$ cat src/rtl/sha3_pkg.sv
// Shared SHA-3 constants, rate table and absorb-side FSM state type.
package sha3_pkg;

  localparam int unsigned LANE_W     = 64;
  localparam int unsigned LANE_BYTES = 8;
  localparam int unsigned STATE_W    = 1600;

  localparam logic [7:0] DOMAIN_SHA3  = 8'h06;
  localparam logic [7:0] DOMAIN_SHAKE = 8'h1F;
  localparam logic [7:0] PAD_END      = 8'h80;

  // Rate in 64-bit lanes for each standard variant.
  localparam int unsigned RATE_SHA3_224 = 18;
  localparam int unsigned RATE_SHA3_256 = 17;
  localparam int unsigned RATE_SHA3_384 = 13;
  localparam int unsigned RATE_SHA3_512 = 9;
  localparam int unsigned RATE_SHAKE128 = 21;
  localparam int unsigned RATE_SHAKE256 = 17;

  typedef enum logic [1:0] {
    FILL,
    PAD,
    OUT
  } state_t;

  // Byte counts above a full lane saturate to a full lane.
  function automatic logic [3:0] clamp_bytes(input logic [3:0] n);
    return (n > 4'd8) ? 4'd8 : n;
  endfunction

endpackage

$ cat src/rtl/sha3_lane_mask.sv
// Byte-keep mask for a 64-bit lane: bytes below nbytes kept, the rest zeroed.
module sha3_lane_mask
  import sha3_pkg::*;
(
  input  logic [3:0]        nbytes,
  output logic [LANE_W-1:0] mask
);

  always_comb begin
    mask = '0;
    for (int unsigned k = 0; k < LANE_BYTES; k++) begin
      if (4'(k) < nbytes) mask[8*k +: 8] = '1;
    end
  end

endmodule

$ cat src/rtl/sha3_absorb_pad.sv
// Assembles 64-bit message lanes into rate blocks, applies SHA-3 multi-rate
// padding, and hands each block to the permutation core.
module sha3_absorb_pad
  import sha3_pkg::*;
#(
  parameter int unsigned RATE_WORDS = 17,
  parameter logic [7:0]  DOMAIN     = DOMAIN_SHA3
) (
  input  logic                         CLK,
  input  logic                         RST,
  input  logic [LANE_W-1:0]            IN_DATA,
  input  logic [3:0]                   IN_BYTES,
  input  logic                         IN_LAST,
  input  logic                         IN_VALID,
  output logic                         IN_READY,
  output logic [LANE_W*RATE_WORDS-1:0] BLOCK_OUT,
  output logic                         BLOCK_LAST,
  output logic                         BLOCK_VALID,
  input  logic                         BLOCK_READY
);

  localparam int unsigned     IDX_W    = (RATE_WORDS > 1) ? $clog2(RATE_WORDS) : 1;
  localparam logic [IDX_W-1:0] LAST_IDX = IDX_W'(RATE_WORDS - 1);

  state_t                               state;
  logic [IDX_W-1:0]                     idx;
  logic [IDX_W-1:0]                     pad_word;
  logic [2:0]                           pad_byte;
  logic                                 pad_pending;
  logic [RATE_WORDS-1:0][LANE_W-1:0]    buffer;
  logic [RATE_WORDS-1:0][LANE_W-1:0]    padded;
  logic [LANE_W-1:0]                    keep;
  logic [LANE_W-1:0]                    lane;
  logic [3:0]                           nbytes;
  logic                                 accept;

  sha3_lane_mask u_mask (
    .nbytes (IN_BYTES),
    .mask   (keep)
  );

  assign nbytes    = clamp_bytes(IN_BYTES);
  assign lane      = IN_LAST ? (IN_DATA & keep) : IN_DATA;
  assign IN_READY  = (state == FILL) && !RST;
  assign accept    = IN_VALID && IN_READY;
  assign BLOCK_OUT = buffer;

  // Both pad bytes are applied as XORs so they combine to 0x86 when they coincide.
  always_comb begin
    padded = buffer;
    for (int unsigned w = 0; w < RATE_WORDS; w++) begin
      if (IDX_W'(w) == pad_word)
        padded[w][{pad_byte, 3'b000} +: 8] = buffer[w][{pad_byte, 3'b000} +: 8] ^ DOMAIN;
    end
    padded[RATE_WORDS-1][LANE_W-1 -: 8] = padded[RATE_WORDS-1][LANE_W-1 -: 8] ^ PAD_END;
  end

  always_ff @(posedge CLK) begin
    if (RST) begin
      state       <= FILL;
      idx         <= '0;
      buffer      <= '0;
      pad_pending <= 1'b0;
      pad_word    <= '0;
      pad_byte    <= '0;
      BLOCK_VALID <= 1'b0;
      BLOCK_LAST  <= 1'b0;
    end else begin
      case (state)
        FILL: begin
          if (accept) begin
            for (int unsigned w = 0; w < RATE_WORDS; w++) begin
              if (IDX_W'(w) == idx) buffer[w] <= lane;
            end
            if (!IN_LAST) begin
              if (idx == LAST_IDX) begin
                idx         <= '0;
                BLOCK_LAST  <= 1'b0;
                BLOCK_VALID <= 1'b1;
                state       <= OUT;
              end else begin
                idx <= idx + 1'b1;
              end
            end else if (nbytes != 4'd8) begin
              pad_word <= idx;
              pad_byte <= nbytes[2:0];
              state    <= PAD;
            end else if (idx != LAST_IDX) begin
              pad_word <= idx + 1'b1;
              pad_byte <= '0;
              state    <= PAD;
            end else begin
              // Full last lane fills the block: padding goes into a fresh block.
              pad_word    <= '0;
              pad_byte    <= '0;
              pad_pending <= 1'b1;
              BLOCK_LAST  <= 1'b0;
              BLOCK_VALID <= 1'b1;
              state       <= OUT;
            end
          end
        end
        PAD: begin
          buffer      <= padded;
          BLOCK_LAST  <= 1'b1;
          pad_pending <= 1'b0;
          BLOCK_VALID <= 1'b1;
          state       <= OUT;
        end
        OUT: begin
          if (BLOCK_READY) begin
            buffer      <= '0;
            idx         <= '0;
            BLOCK_VALID <= 1'b0;
            state       <= pad_pending ? PAD : FILL;
          end
        end
        default: state <= FILL;
      endcase
    end
  end

endmodule

$ cat config.mk
export PLATFORM = sky130hd
export DESIGN_NAME = sha3_absorb_pad
export DESIGN_NICKNAME = d
export VERILOG_FILES = /design/src/rtl/sha3_pkg.sv /design/src/rtl/sha3_lane_mask.sv /design/src/rtl/sha3_absorb_pad.sv
export SDC_FILE = /design/constraint.sdc
export NUM_CORES = 2
export LEC_CHECK = 0
export ABC_CLOCK_PERIOD_IN_PS = 10100
export CAP_MARGIN = 20
export CORE_AREA = 2 2 453 455
export DETAILED_ROUTE_END_ITERATION = 6
export DIE_AREA = 0 0 455 457
export PLACE_DENSITY_LB_ADDON = 0.15
export SETUP_SLACK_MARGIN = 0.3
export SYNTH_ARGS = -nofsm -noshare
export SYNTH_HDL_FRONTEND = slang
export SYNTH_SLANG_ARGS = --single-unit
$ cat constraint.sdc
create_clock -name CLK -period 10.1 [get_ports CLK]
set_input_delay 1.01 -clock CLK [delete_from_list [all_inputs] [get_ports CLK]]
set_output_delay 1.01 -clock CLK [all_outputs]
set_load 0.02 [all_outputs]
==> summary.md <==
| Metric | Value |
|---|---|
| Status | complete, no violations |
| Row cnt | 166 |
| Seq cells post-synth | 1106 |
| Main combinational cell family by area after synthesis | compound AO/OA/AOI/OAI gates |
| CTS tree | built |
| CTS Hold Bufs | 0 |
| WL per Instance | 40.3 um |
| Crit path DAT | 6.67 ns |
| Met3 usage | 9.38% |
| Clock slew at the register clock pins of the worst setup and hold paths | 0.06 ns |
| Die Area | 208000 um^2 |
| Ranking of synthesized cells by area | dfxtp_1, a21oi_1, o21ai_0 |
| Avg Vias per Cell | 5.95 |
| Initial drt markers | 7804 |
| Mapped Area | 51600 um^2 |
| Max-slew violation count | 0 |
| Top cell type's share of synthesized area | 42.9% |
| M1 GR Usage | 43.5% |
| Critical path type | flip-flop to flip-flop |
| Tightest hold margin | 0.467 ns |
| Final wirelength | 388000 um |
| Setup bufs post-CTS | 0 |
| Post-synthesis cell count | 5777 |
| Util after Layout | 34.9% |
| Io pins | 1164 |
| Synth Area in Compound Gates | 30.8% |
| Die H | 457 um |
| Worst Slack Setup Final | 4.17 ns |
| Final setup TNS | 0 ns |
| Crit end category | flip-flop |
| Max Cap Viol | 0 |
| Leakage power | 23.5 nW |
| Worst-skew pair later-pin latency | 0.84 ns |
| Primary FF master, synth | dfxtp_1 |
| Worst slew pin tran | 1.28 ns |
| Relative slew slack | 14.9% |
| Antenna viol nets, final | 0 |
| Critical Path RT | 10.84 ns |
| Most Crowded Layer GR | met2 |
| Hold Crit Class | flip-flop to flip-flop |
| Slowest CP cell | or4_2 |
| Num CTS Buffers | 138 |
| Die Wd | 455 um |
| Synth Area in XOR/XNOR | 0% |
| Most common cell after layout, fill and taps aside | clkdlybuf4s50_1 |
| Sequential fraction of the synthesis area | 42.9% |
| Share of post-route cells with drive strength above 1 | 12.7% |
| Post-route insts no fill | 9620 |
| Synth Area per Inst | 8.93 um^2 |
| FMAX | 169 MHz |
| Root buffer cell | clkbuf_16 |
| Most frequent cells in the layout | clkdlybuf4s50_1, dfxtp_1, a21oi_1, nand2_1, o21ai_0 |
| Post-synth cell types | 75 |
| Type of origin of the critical path | flip-flop |
| First-pass GRT wire length | 504000 um |
| Synth area leader | dfxtp_1 |
| Vias in the first global route | 52700 |
| 1st-pass router iterations | 6 |
| Synth Area in Simple Gates | 9.80% |
| # H-tree levels | 4 |
| Largest net degree at the start of global routing | 102 |
| Multiplexer share of the synthesized area | 11.4% |
| Final period util | 58.7% |
| CTS sink cnt | 1106 |
| Total Routing Usage GR | 35.6% |
| Grt met2 use | 54.1% |
| RSZ-0062 raised after global routing | no |
| Syn Nets | 5865 |
| # nets final | 6879 |
| DPL Wire Length | 261000 um |
| CP max stage delay | 1.10 ns |
| Final setup vio count | 0 |
| RD Place Congestion | 0.887 |
| Synth async-reset ratio | 0% |
| Peak supply drop | 0.194 mV |
| Clock tree buffer depth | 3 |
| Initial antenna violation count | 57 |
| Synthesis-to-finish area growth | 37.7% |
| Worst Hold Depth | 2 |
| Pre-CTS setup slack | 4.26 ns |
| YS warnings | 0 |
| R2R Setup Slk | 4.17 ns |
| Pwr Density | 231 nW/um^2 |
| Core area | 203000 um^2 |
| Placed cell count | 9328 |
| Port Buffers | 1163 |
| Fin crit period | 5.93 ns |
| Post-Synth Adder-Cell Area | 0.364% |
| Total grt overflow | 0 |
| Number of flops mapped to enable cells by yosys | 0 |
| Total number of vias | 57200 |
| R2R depth | 10 |
| Initial Util | 25.4% |
| Max Fanout on Critical Path | 59 |
| Endpoints failing hold | 0 |
| Worst-path cell chain | inv_2, ha_1, ha_1, nand2b_1, or4_2, nor2_4, buf_4, buf_4, a31oi_1, o2bb2ai_1 |
| Clock Skews | 0.0402 ns |
| CTS resizes | 0 |
| Residual DRC | 0 |
[power by group]
part / switching, mW / internal, mW / total (mW)
clock network: 2.21 / 2.93 / 5.14
registers: 0.583 / 4.81 / 5.39
logic: 4.18 / 1.68 / 5.86
total: 6.96 / 9.42 / 16.4
[synth_stat cells, types with 111 or more instances]
| master | number |
|---|---|
| a22o_1 | 163 |
| mux2i_1 | 261 |
| o2bb2ai_1 | 165 |
| a221oi_2 | 111 |
| o21ai_0 | 770 |
| dfxtp_1 | 1106 |
| o21ai_1 | 165 |
| nor2_1 | 150 |
| mux4_2 | 134 |
| a21oi_1 | 924 |
| buf_2 | 144 |
| clkbuf_1 | 285 |
| nand2_1 | 811 |
[cell families after synthesis]
family                     Yosys count
buffers and inverters              535
and+or+nand+nor                   1183
DFF                               1106
muxes                              417
AOI/OAI and AO/OA                 2521
adders and majority gates           15
[path summary, 6_finish.rpt]
check	start	to
hold reg to reg	BLOCK_OUT[531]	BLOCK_OUT[531]
setup / recovery	pad_byte[1]	BLOCK_OUT[1056]
hold / removal	BLOCK_OUT[531]	BLOCK_OUT[531]
setup reg to reg	pad_byte[1]	BLOCK_OUT[1056]
[critical path: cells and delay by family (launching register included)]
family | cells | cell delay (ns)
compound gates | 2 | 0.38
simple gates | 3 | 1.59
flops | 1 | 0.83
buf+inv | 3 | 1.68
fa+ha+maj | 2 | 1.07
[stage by stage]
stage / total power [mW] / cell area, um^2
after floorplan: 7.69 / 51600
after global routing: 16.7 / 71000
after detailed placement: 11.1 / 66300
after CTS: 16.2 / 70900
final: 16.4 / 71100
after global placement: 11.1 / 66100
[final cells by class]
cell class,count,area (um^2)
fillers,20900,132000
multi-input cells,4136,27400
flip-flops and latches,1106,22200
repair buffers,1392,13500
clock buffers,202,4060
well taps,2688,3360
clock inverters,43,489
diodes,36,90.1
inverters,17,63.8
[routing by layer]
layer / part of all wire (%) / routed length [um]
met5: 0.018 / 69
met4: 7.7 / 30000
met3: 9.7 / 37700
met2: 44 / 172000
met1: 38 / 148000
[state kept, by name (all words and copies together), names as in the netlist]
register / cells
BLOCK_VALID: 1
state: 2
idx: 5
pad_byte: 3
BLOCK_OUT: 1088
BLOCK_LAST: 1
pad_pending: 1
pad_word: 5
Power figures use the tool's default switching activity.
